$ cat config.mk
export PLATFORM = sky130hd
export DESIGN_NAME = handshake_skid
export DESIGN_NICKNAME = d
export VERILOG_FILES = /design/src/rtl/handshake_skid.sv
export SDC_FILE = /design/constraint.sdc
export NUM_CORES = 1
export LEC_CHECK = 0
export ABC_AREA = 1
export CELL_PAD_IN_SITES_DETAIL_PLACEMENT = 0
export CELL_PAD_IN_SITES_GLOBAL_PLACEMENT = 1
export CORE_UTILIZATION = 33
export DETAILED_ROUTE_END_ITERATION = 10
export PLACE_DENSITY_LB_ADDON = 0.1
export SYNTH_ARGS = -nofsm -noshare
export SYNTH_HDL_FRONTEND = slang
export SYNTH_SLANG_ARGS = --single-unit
$ cat constraint.sdc
create_clock -name clk -period 1.5 [get_ports clk]
set_input_delay 0.45 -clock clk [delete_from_list [all_inputs] [get_ports clk]]
set_output_delay 0.45 -clock clk [all_outputs]
set_load 0.05 [all_outputs]
$ cat src/rtl/handshake_skid.sv
// Full register slice for a valid/ready stream: output register plus one skid word.
// Every handshake output comes from a flop, so neither timing direction passes through.
module handshake_skid #(
   parameter int DATA_W = 8,
   parameter int CNT_W  = 16
) (
   input  logic              clk,
   input  logic              rst,
   input  logic              d_valid_i,
   input  logic [DATA_W-1:0] d_data_i,
   output logic              d_ready_o,
   output logic              s_valid_o,
   output logic [DATA_W-1:0] s_data_o,
   input  logic              s_ready_i,
   output logic [1:0]        level_o,
   output logic [CNT_W-1:0]  in_cnt_o,
   output logic [CNT_W-1:0]  out_cnt_o,
   output logic              proto_err_o
);

   typedef enum logic [1:0] {
      EMPTY = 2'd0,
      BUSY  = 2'd1,
      FULL  = 2'd2
   } state_t;

   state_t            state;
   logic [DATA_W-1:0] out_r;
   logic [DATA_W-1:0] skid_r;
   logic              stall_q;
   logic [DATA_W-1:0] stall_data_q;
   logic              in_xfer;
   logic              out_xfer;

   assign in_xfer  = d_valid_i & d_ready_o;
   assign out_xfer = s_valid_o & s_ready_i;
   assign s_data_o = out_r;
   assign level_o  = state;

   always_ff @(posedge clk) begin
      if (rst) begin
         state        <= EMPTY;
         out_r        <= '0;
         skid_r       <= '0;
         s_valid_o    <= 1'b0;
         d_ready_o    <= 1'b0;
         in_cnt_o     <= '0;
         out_cnt_o    <= '0;
         proto_err_o  <= 1'b0;
         stall_q      <= 1'b0;
         stall_data_q <= '0;
      end else begin
         // Ready is 1 in every state but FULL; it only rises here after reset.
         d_ready_o <= 1'b1;
         case (state)
            EMPTY: begin
               if (in_xfer) begin
                  out_r     <= d_data_i;
                  s_valid_o <= 1'b1;
                  state     <= BUSY;
               end
            end
            BUSY: begin
               if (in_xfer && out_xfer) begin
                  out_r <= d_data_i;
               end else if (in_xfer) begin
                  skid_r    <= d_data_i;
                  d_ready_o <= 1'b0;
                  state     <= FULL;
               end else if (out_xfer) begin
                  s_valid_o <= 1'b0;
                  state     <= EMPTY;
               end
            end
            FULL: begin
               if (out_xfer) begin
                  out_r <= skid_r;
                  state <= BUSY;
               end else begin
                  d_ready_o <= 1'b0;
               end
            end
            default: begin
               s_valid_o <= 1'b0;
               state     <= EMPTY;
            end
         endcase

         if (in_xfer)  in_cnt_o  <= in_cnt_o + 1'b1;
         if (out_xfer) out_cnt_o <= out_cnt_o + 1'b1;

         // A word offered while not ready must be re-offered unchanged on the next edge.
         stall_q      <= d_valid_i & ~d_ready_o;
         stall_data_q <= d_data_i;
         if (stall_q && (!d_valid_i || d_data_i != stall_data_q))
            proto_err_o <= 1'b1;
      end
   end

endmodule

---- Yosys cells after proc, flatten, opt, wreduce, memory -nomap -nowiden ----
Cells that the tools add are included.
word-level totals
  register bits ........................... 62
  input bits .............................. 12
  output and inout bits ................... 45
  logic and storage cells ................. 57
cells by class
  $add $sub $neg .......................... 2
  equality and inequality tests ........... 10
  mux-type cells .......................... 19
  bitwise logic cells ..................... 6
  reductions and logical operators ........ 10
operators by type and width
  operator               number
  $add 16x1->16 const B  2
  $mux 8                 3
  $pmux 8 s3             1
  $ne 2x2->1 const B     6
  $mux 2                 5
  $ne 8x8->1             1
  $reduce_and 4->1       2
  $mux 1                 7
  $pmux 2 s3             1
  $reduce_and 5->1       1
  $and 1x1->1            3
  $ne 3x3->1 const B     1
  $not 1->1              3
  $pmux 1 s3             1
  $reduce_and 3->1       1
  $reduce_bool 3->1      1
  $eq 2x1->1 const B     1
  $eq 2x2->1 const B     1
  $logic_and 1x1->1      2
  $logic_not 2->1        1
  $pmux 1 s2             1
  $logic_not 1->1        1
  $logic_or 1x1->1       1

---- Depth between registers and ports, before layout ----
  depth after elaboration ................. 5
  gate-level depth with buffers ........... 10
  gate-level depth less buffers ........... 10

---- Least setup slack after synthesis ----
Ideal clock, no wire load.
  path kind ............................... flip-flop to flip-flop
  start ................................... register state[0] (netlist: level_o[0])
  end ..................................... register out_r[6] (netlist: s_data_o[6])
  library setup time ...................... 0.118 ns
  arrival time ............................ 1.811 ns
  required time ........................... 1.382 ns
  setup slack ............................. -0.429 ns
  cell stages (with the launch flop) ...... 9
  buffers on the path ..................... 2
  clock period less this slack ............ 1.929 ns
  cell sequence ........................... dfxtp_1 > inv_1 > ha_1 > buf_2 > o21ai_1 > a21oi_4 > buf_6 > o21ai_1 > a21oi_2
between the ends
  word-level cells in the longest chain between the ends .. 3
  elaborated cells on any way between the ends .. 9
  classes of those cells .................. eq/ne (5); mux (1); reduce/logical (3)
RTL lines
  item                                                                     RTL line  source
  start, declared                                                          27        state_t state;
  start signal, assigned                                                   42        state <= EMPTY;
  start signal, assigned                                                   60        state <= BUSY;
  start signal, assigned                                                   69        state <= FULL;
  $eq 2x1->1, or another cell as far along                                 55        case (state)
  $ne 2x2->1 (no source line) / $reduce_bool 3->1 (equally long branches)  -
  $reduce_and 4->1 (no source line)                                        -
  end signal, assigned                                                     58        out_r <= d_data_i;
  end signal, assigned                                                     65        out_r <= d_data_i;
  end signal, assigned                                                     77        out_r <= skid_r;
  end, declared                                                            28        logic [DATA_W-1:0] out_r;
Parallel ways exist; a longest one is shown, timed or not.
A chain may end at the register's enable or synchronous reset.

---- Final worst setup path ----
  start ................................... register state[0] (netlist: level_o[0])
  end ..................................... output port level_o[0]
RTL lines
  item           RTL line  source
  end, declared  15        output logic [1:0] level_o,
No word-level cell between the ends.

==> impl_metrics.json <==
{
  "critPathMaxFanout": 4,
  "share_of_synthesized_registers_carrying_an_async_set_or_reset_pct": 0,
  "clkSlewWorstSetupHoldPaths_ns": 0.07,
  "grt_antenna_before_repair": 0,
  "worst_hold_path_type": "reg2reg",
  "timing.critical_path.from_type": "flop",
  "worst_ep_required_time_ns": 1.05,
  "drt-wirelength-per-cell_microns": 11.4,
  "slew_at_the_pin_closest_to_its_max_slew_limit_ns": 0.269,
  "max-slew-margin-rel_pct": 82.0,
  "clock_insertion_delay_at_the_later_pin_of_the_skew_report_ns": 0.33,
  "finalCritPeriodShare_pct": 95.4,
  "vias_per_cell": 4.57,
  "fp.dieArea_sq_um": 8950,
  "post-route-util_pct": 55.5,
  "place_hpwl_microns": 4910,
  "whs_ns": 0.463,
  "drive_gt1_share_pct": 31.7,
  "hold_viol_final": 0,
  "seq_power_share_pct": 31.2,
  "initial_utilization_pct": 34.3,
  "netSwitchingFraction_pct": 35.3,
  "yosysSeqAreaShare_pct": 43.8,
  "synth_cell_type_count": 35,
  "tritoncts_clock_tree": "built",
  "dpl_worst_slack_ns": -0.440,
  "standard_cell_area_after_detailed_placement_sq_um": 4240,
  "floorplan.rows": 33,
  "cts_num_sinks": 62,
  "fin_worst_skew_ns": 0.00787,
  "synth_ff_type": "dfxtp_1",
  "routed-via-count": 2674,
  "combinational_power_share_pct": 43.1,
  "post_synth_instance_area_sq_um": 2830,
  "setup_slack_ns": 0.0690,
  "totalNegativeSetupSlack_ns": 0,
  "p_int_mw": 4.42,
  "setup_viol": 0,
  "layout.area.seq_sq_um": 1270,
  "report.final.slew_viol_count": 0,
  "crit_path_cell_trace": "buf_4 > buf_12",
  "fill_cells": 772,
  "placedCellCount": 567,
  "yosysTopAreaCell": "dfxtp_1",
  "status": "complete, no violations",
  "grt_pass1_wl_microns": 11000,
  "share_clk_of_total_power_pct": 25.7,
  "worst_path_largest_cell_delay_ns": 0.36,
  "mostFrequentLayoutCells": "70 x nand2_1, 49 x nor2_1, 48 x buf_12, 46 x dfxtp_1, 45 x inv_1",
  "antennaDiodeCount": 0,
  "reg2reg_to": "s_data_o[0]$_SDFFE_PP0P_",
  "violation_count_after_the_first_detailed_route_iteration": 96,
  "remaining_routing_drc_violations": 0,
  "cts_made_buffers": 9,
  "holdBufCountCts": 0,
  "grt_pass1_vias": 2418,
  "clk_root_buffer_cell": "clkbuf_8",
  "globalplace.congestion": 0.737,
  "timing.fmax_ghz": 0.699,
  "critical_path_buf_inv_count": 2,
  "die_height_microns": 94.6,
  "ys.warnings.count": 0,
  "synthDominantCellAreaShare_pct": 43.8,
  "grt_start_max_net_pins": 27,
  "cp_data_arrival_time_ns": 0.98,
  "maxCapViolCount": 0,
  "worst_hold_path.endpoint": "proto_err_o$_SDFFE_PP0P_",
  "finish.net_count": 495,
  "critical-path-top-delay-family": "flip-flops",
  "power.static_leakage_nw": 1.93,
  "synthesis.nets": 404,
  "cts_htree_levels": 3,
  "grt_setup_unrepaired": "false",
  "synth.area.top_cells": "dfxtp_1 44%, nand2_1 9.7%, a21oi_1 7.8%",
  "detail-route-antenna-nets": 0,
  "endpoint_kind": "output pin",
  "critPathKind": "reg2out",
  "ir_drop_mv": 1.36,
  "layout.cells.most_common": "nand2_1",
  "r2r_cells": 8,
  "cts_max_path_buffers": 2,
  "worst_hold_startpoint": "stall_q$_SDFF_PP0_",
  "area.growth.synth_to_final_pct": 61.7,
  "design.core.area_sq_um": 8260,
  "finalWirelength_microns": 6680,
  "grt.total_usage_pct": 15.9,
  "place.port_buffers": 56,
  "pin_count": 57,
  "detail_route.first_pass.iterations": 4,
  "finalPower_mw": 6.83,
  "rr_startpoint": "level_o[0]$_SDFFE_PP0P_",
  "net-switching-power_mw": 2.41,
  "final_cells": 585,
  "multiInputGateArea_sq_um": 1410,
  "synthCells": 385,
  "synthesis.area_per_instance_sq_um": 7.35,
  "powerDensity_nw_per_um2": 1490,
  "number_of_flip_flops_and_latches_in_the_synthesized_netlist": 62,
  "fp.dieW_microns": 94.6,
  "globalRoute.totalOverflow": 0,
  "worst_path_max_delay_cell": "dfxtp_4",
  "r2r_setup_slack_ns": 0.07,
  "finalWorstPathRequiredPeriod_ns": 1.43,
  "number_of_enable_flip_flop_cells_after_synthesis": 0,
  "hold_critical_path_depth": 2,
  "design_area_sq_um": 4580
}
registers in the layout, indices dropped and copies added (netlist names):
signal,flops
in_cnt_o,16
out_cnt_o,16
s_data_o,8
skid_r,8
stall_data_q,8
level_o,2
d_ready_o,1
proto_err_o,1
s_valid_o,1
stall_q,1
synth_stat cells, types with 4 or more instances:
library cell,n
nor2_2,8
clkbuf_1,5
a21oi_1,44
nor2_1,50
nor3_1,6
a31oi_1,4
ha_1,7
dfxtp_1,62
nand2_1,73
inv_1,49
o21ai_0,31
nand3_1,5
worst min-delay path: cells and delay by family (launching register included):
| family | cells | cell delay (ns) |
|---|---|---|
| DFF | 1 | 0.31 |
| and+or+nand+nor | 1 | 0.06 |
| AOI/OAI and AO/OA | 1 | 0.05 |
worst max path at each step:
stage | from | cells past startpoint | endpoint | slack (ns)
finish | level_o[0]$_SDFFE_PP0P_ | 2 | level_o[0] | 0.07
global route | level_o[0]$_SDFFE_PP0P_ | 8 | s_data_o[3]$_SDFFE_PP0P_ | 0.004
CTS | s_ready_i | 10 | out_cnt_o[15]$_SDFFE_PP0P_ | 0.006
detailed placement | d_valid_i | 8 | level_o[1]$_SDFFE_PP0P_ | -0.44
global placement | s_ready_i | 10 | out_cnt_o[15]$_SDFFE_PP0P_ | -0.38
floorplan | level_o[0]$_SDFFE_PP0P_ | 8 | s_data_o[6]$_SDFFE_PP0P_ | -0.01
area by class of cell:
cell class / count / share of cell area [%]
Multi-Input combinational cell: 259 / 30.7
Timing Repair Buffer: 90 / 28.9
Sequential cell: 62 / 27.8
Inverter: 54 / 4.64
Clock buffer: 11 / 3.09
Tap cell: 105 / 2.87
Clock inverter: 4 / 2.08
cell families (layout without fill, tap and decap cells):
kind of cell / count (synthesis) / count (layout) / synth area share [%]
compound gates: 92 / 92 / 17.8
fa+ha+maj: 7 / 7 / 3.09
simple gates: 158 / 158 / 25.4
buf+inv: 64 / 159 / 9.32
flops: 62 / 62 / 43.8
xor+xnor: 2 / 2 / 0.619
power by group through the flow:
stage / Sequential (mW) / Clock, mW / Combinational (mW)
final: 2.13 / 1.76 / 2.94
after detailed placement: 2.16 / 0 / 2.71
after global placement: 2.16 / 0 / 2.70
after floorplan: 2.64 / 0 / 0.983
after global routing: 2.16 / 1.89 / 3.13
after CTS: 2.13 / 1.83 / 2.78
timing repair:
action | 4_1_cts | 5_1_grt
endpoints found under the setup margin | 15 | 27
gates cloned | 0 | 1
buffers inserted | 0 | 2
pin swaps | 2 | 5
gates resized for setup | 8 | 14
layer usage:
layer  part of all wire [%]  GRT usage (%)
met2                     48           26.3
met3                    3.7           4.59
met4                   0.60           5.30
met1                     47           19.8
met5                      0              0
No activity file was read; power rests on OpenSTA's default activity.
==> RTL change (config.mk and constraints unchanged) <==
Make the reset (`rst`) asynchronous in one clocked block.
--- a/src/rtl/handshake_skid.sv
+++ b/src/rtl/handshake_skid.sv
@@ -39,3 +39,3 @@
 
-   always_ff @(posedge clk) begin
+   always_ff @(posedge clk or posedge rst) begin
       if (rst) begin
Check against the original RTL: differs if rst is asserted again (counterexample within 4 cycles, from zero or initial values and one cycle with rst high); with rst held inactive, the same outputs for 10 cycles.
==> RTL change against the original RTL <==
Count of clock-buffer cells in the layout increased by 1; via count decreased by 14%; sequential share of layout area increased by 5.8 points; worst setup slack got worse by 0.063 ns; sequential cell count unchanged; synthesized area increased by 5.2%; wire length decreased by 7.4%; total power increased by 20%; cell area increased by 2.0%.
==> RTL change: results (changes against the original RTL) <==
Finish
  – Layout cell share with drive strength beyond 1: 35.1% (+3.4 points)
  – Regs by FF count: in_cnt_o (16), out_cnt_o (16)
  – Nets: 436 (-12%)
  – Ant. Diodes: 0 (unchanged)
  – Fillers: 797 (+3.2%)

Critical path
  – Crit Path Max Fanout: 4 (unchanged)
  – Crit path DAT: 1.04 ns (+0.06 ns)
  – CP startpoint: level_o[0]
  – R2R cell count: 6 (-2)
  – R2R Path End: skid_r[2]
  – Flop-to-flop setup slack: 0.07 ns

Clock tree
  – Worst-path clk slew: 0.07 ns (about the same)
  – Clock Path Buffers: 2 (unchanged)
  – Root Buffer: clkbuf_8

Timing
  – Slew headroom: 77.3% (-4.7 points)
  – Clock Skews: 0.00814 ns (+0.000270 ns)
  – Tightest hold margin: 0.465 ns (+0.00195 ns)

Min path
  – Hold Crit Depth: 2 (unchanged)
  – HP Class: register to register
  – Hold wc startpoint: stall_q
  – Hold EP: proto_err_o

GRT
  – Met3 Use GR: 2.96% (-1.6 points)
  – Vias in the first global route: 2,255 (-6.7%)
  – First-pass GRT wire length: 10.6 mm (-3.2%)
  – Met1 usage: 19.9% (+0.077 points)
  – GR Layer Usage met2: 20.3% (-5.9 points)
  – Pin count of the biggest net entering global routing: 63 (+130%)
  – GR Util All Layers: 14.1% (-1.8 points)

Synthesis
  – Synth area leaders: dfrtp_1 52%, nand2_1 12%, inv_1 5.2%
  – Netlist cell types: 31 (-11%)
  – Most common flop cell mapped by yosys: dfrtp_1
  – Synth Warn #: 0 (unchanged)
  – Ys async rst share: 100% (+100 points)
  – Top post-synthesis cells by count: 93 x nand2_1, 62 x dfrtp_1, 41 x inv_1
  – Register area share after synthesis: 52.1% (+8.3 points)
  – Synth Net Count: 341 (-16%)

Routing
  – Starting DRT DRC Count: 71 (-26%)
  – Drt pass-1 iters: 4 (unchanged)
  – Drt wl/cell: 11.7 um (+2.2%)
  – Via density per instance: 4.36 (-4.5%)

Power
  – Worst IR drop on VDD: 0.00115 V (-16%)
  – Leakage: 2.23 nW (+16%)

Placed design
  – RePlAce Congestion: 0.765 (+3.8%)
  – DP Wirelength: 4.40 mm (-11%)
  – Place WS: -0.371 ns (+0.0684 ns)
  – Buffers on Ports: 56 (unchanged)

Outcome
  – Status: finished, final reports clean
-- RTL change: changes by cell type after synthesis, moves of 11 or more --
| cell | delta |
|---|---|
| nor2_1 | -35 |
| o21ai_0 | -15 |
| xnor2_1 | +11 |
| dfxtp_1 | -62 |
| nand2_1 | +20 |
| dfrtp_1 | +62 |
| xor2_1 | +11 |
| a21oi_1 | -43 |
-- RTL change: layout make-up --
class,instances,area [um^2],share of cell area [%]
sequential,62,1570,33.5
tap,108,135,2.89
clock inverter,4,70.1,1.50
inverter,43,173,3.70
timing repair buffer,87,1260,27.1
multi-input combinational,214,1320,28.2
clock buffer,12,145,3.11
-- RTL change: layer usage --
metal | vias up | part of all wire, %
met5 | - | 0
met3 | 6 | 3.2
met1 | 1062 | 51
met2 | 42 | 45
met4 | 0 | 1.1
li1 | 1203 | -
-- RTL change: what timing repair did --
action | 4_1_cts | 5_1_grt
pin swaps | 1 | 7
gates cloned | 0 | 1
gates resized for setup | 1 | 24
endpoints found under the setup margin | 3 | 37
buffers inserted | 0 | 3
-- RTL change: critical path, cell delays in order, from the launching register on --
cell     delay (ns)
dfrtp_2        0.44
buf_6          0.14
buf_12         0.14
-- RTL change: cells by family (layout without fill, tap and decap cells) --
family | after synthesis | in the layout | share of synthesized area, %
flops | 62 | 62 | 52.1
buf+inv | 47 | 146 | 6.72
fa+ha+maj | 7 | 7 | 2.94
mux | 6 | 6 | 2.14
simple gates | 147 | 148 | 22.9
compound gates | 29 | 29 | 6.18
xor+xnor | 24 | 24 | 7.06
-- RTL change: worst max path at each step --
stage	to	cells after the start	slack [ns]
CTS	level_o[0]	2	-0.02
finish	level_o[0]	2	0.006
global placement	in_cnt_o[13]	6	-0.36
detailed placement	in_cnt_o[15]	6	-0.37
floorplan	s_data_o[0]	10	-0.08
global route	level_o[0]	2	-0.04
-- RTL change: power breakdown --
part           internal, mW  total, mW  switching [mW]  leakage, nW
combinational          1.83       3.92            2.08         1.36
sequential             2.12       2.63           0.513        0.761
clock                 0.978       1.62           0.644        0.110
total                  4.92       8.17            3.24         2.23
-- RTL change: per-stage QoR --
| stage | instances | setup TNS [ns] | instance area, um^2 |
|---|---|---|---|
| after detailed placement | 510 | -13.50 | 4350 |
| after CTS | 526 | -0.0166 | 4570 |
| final | 530 | 0 | 4670 |
| after global routing | 530 | -0.112 | 4670 |
| after floorplan | 322 | -0.421 | 3020 |
| after global placement | 510 | -12.81 | 4350 |
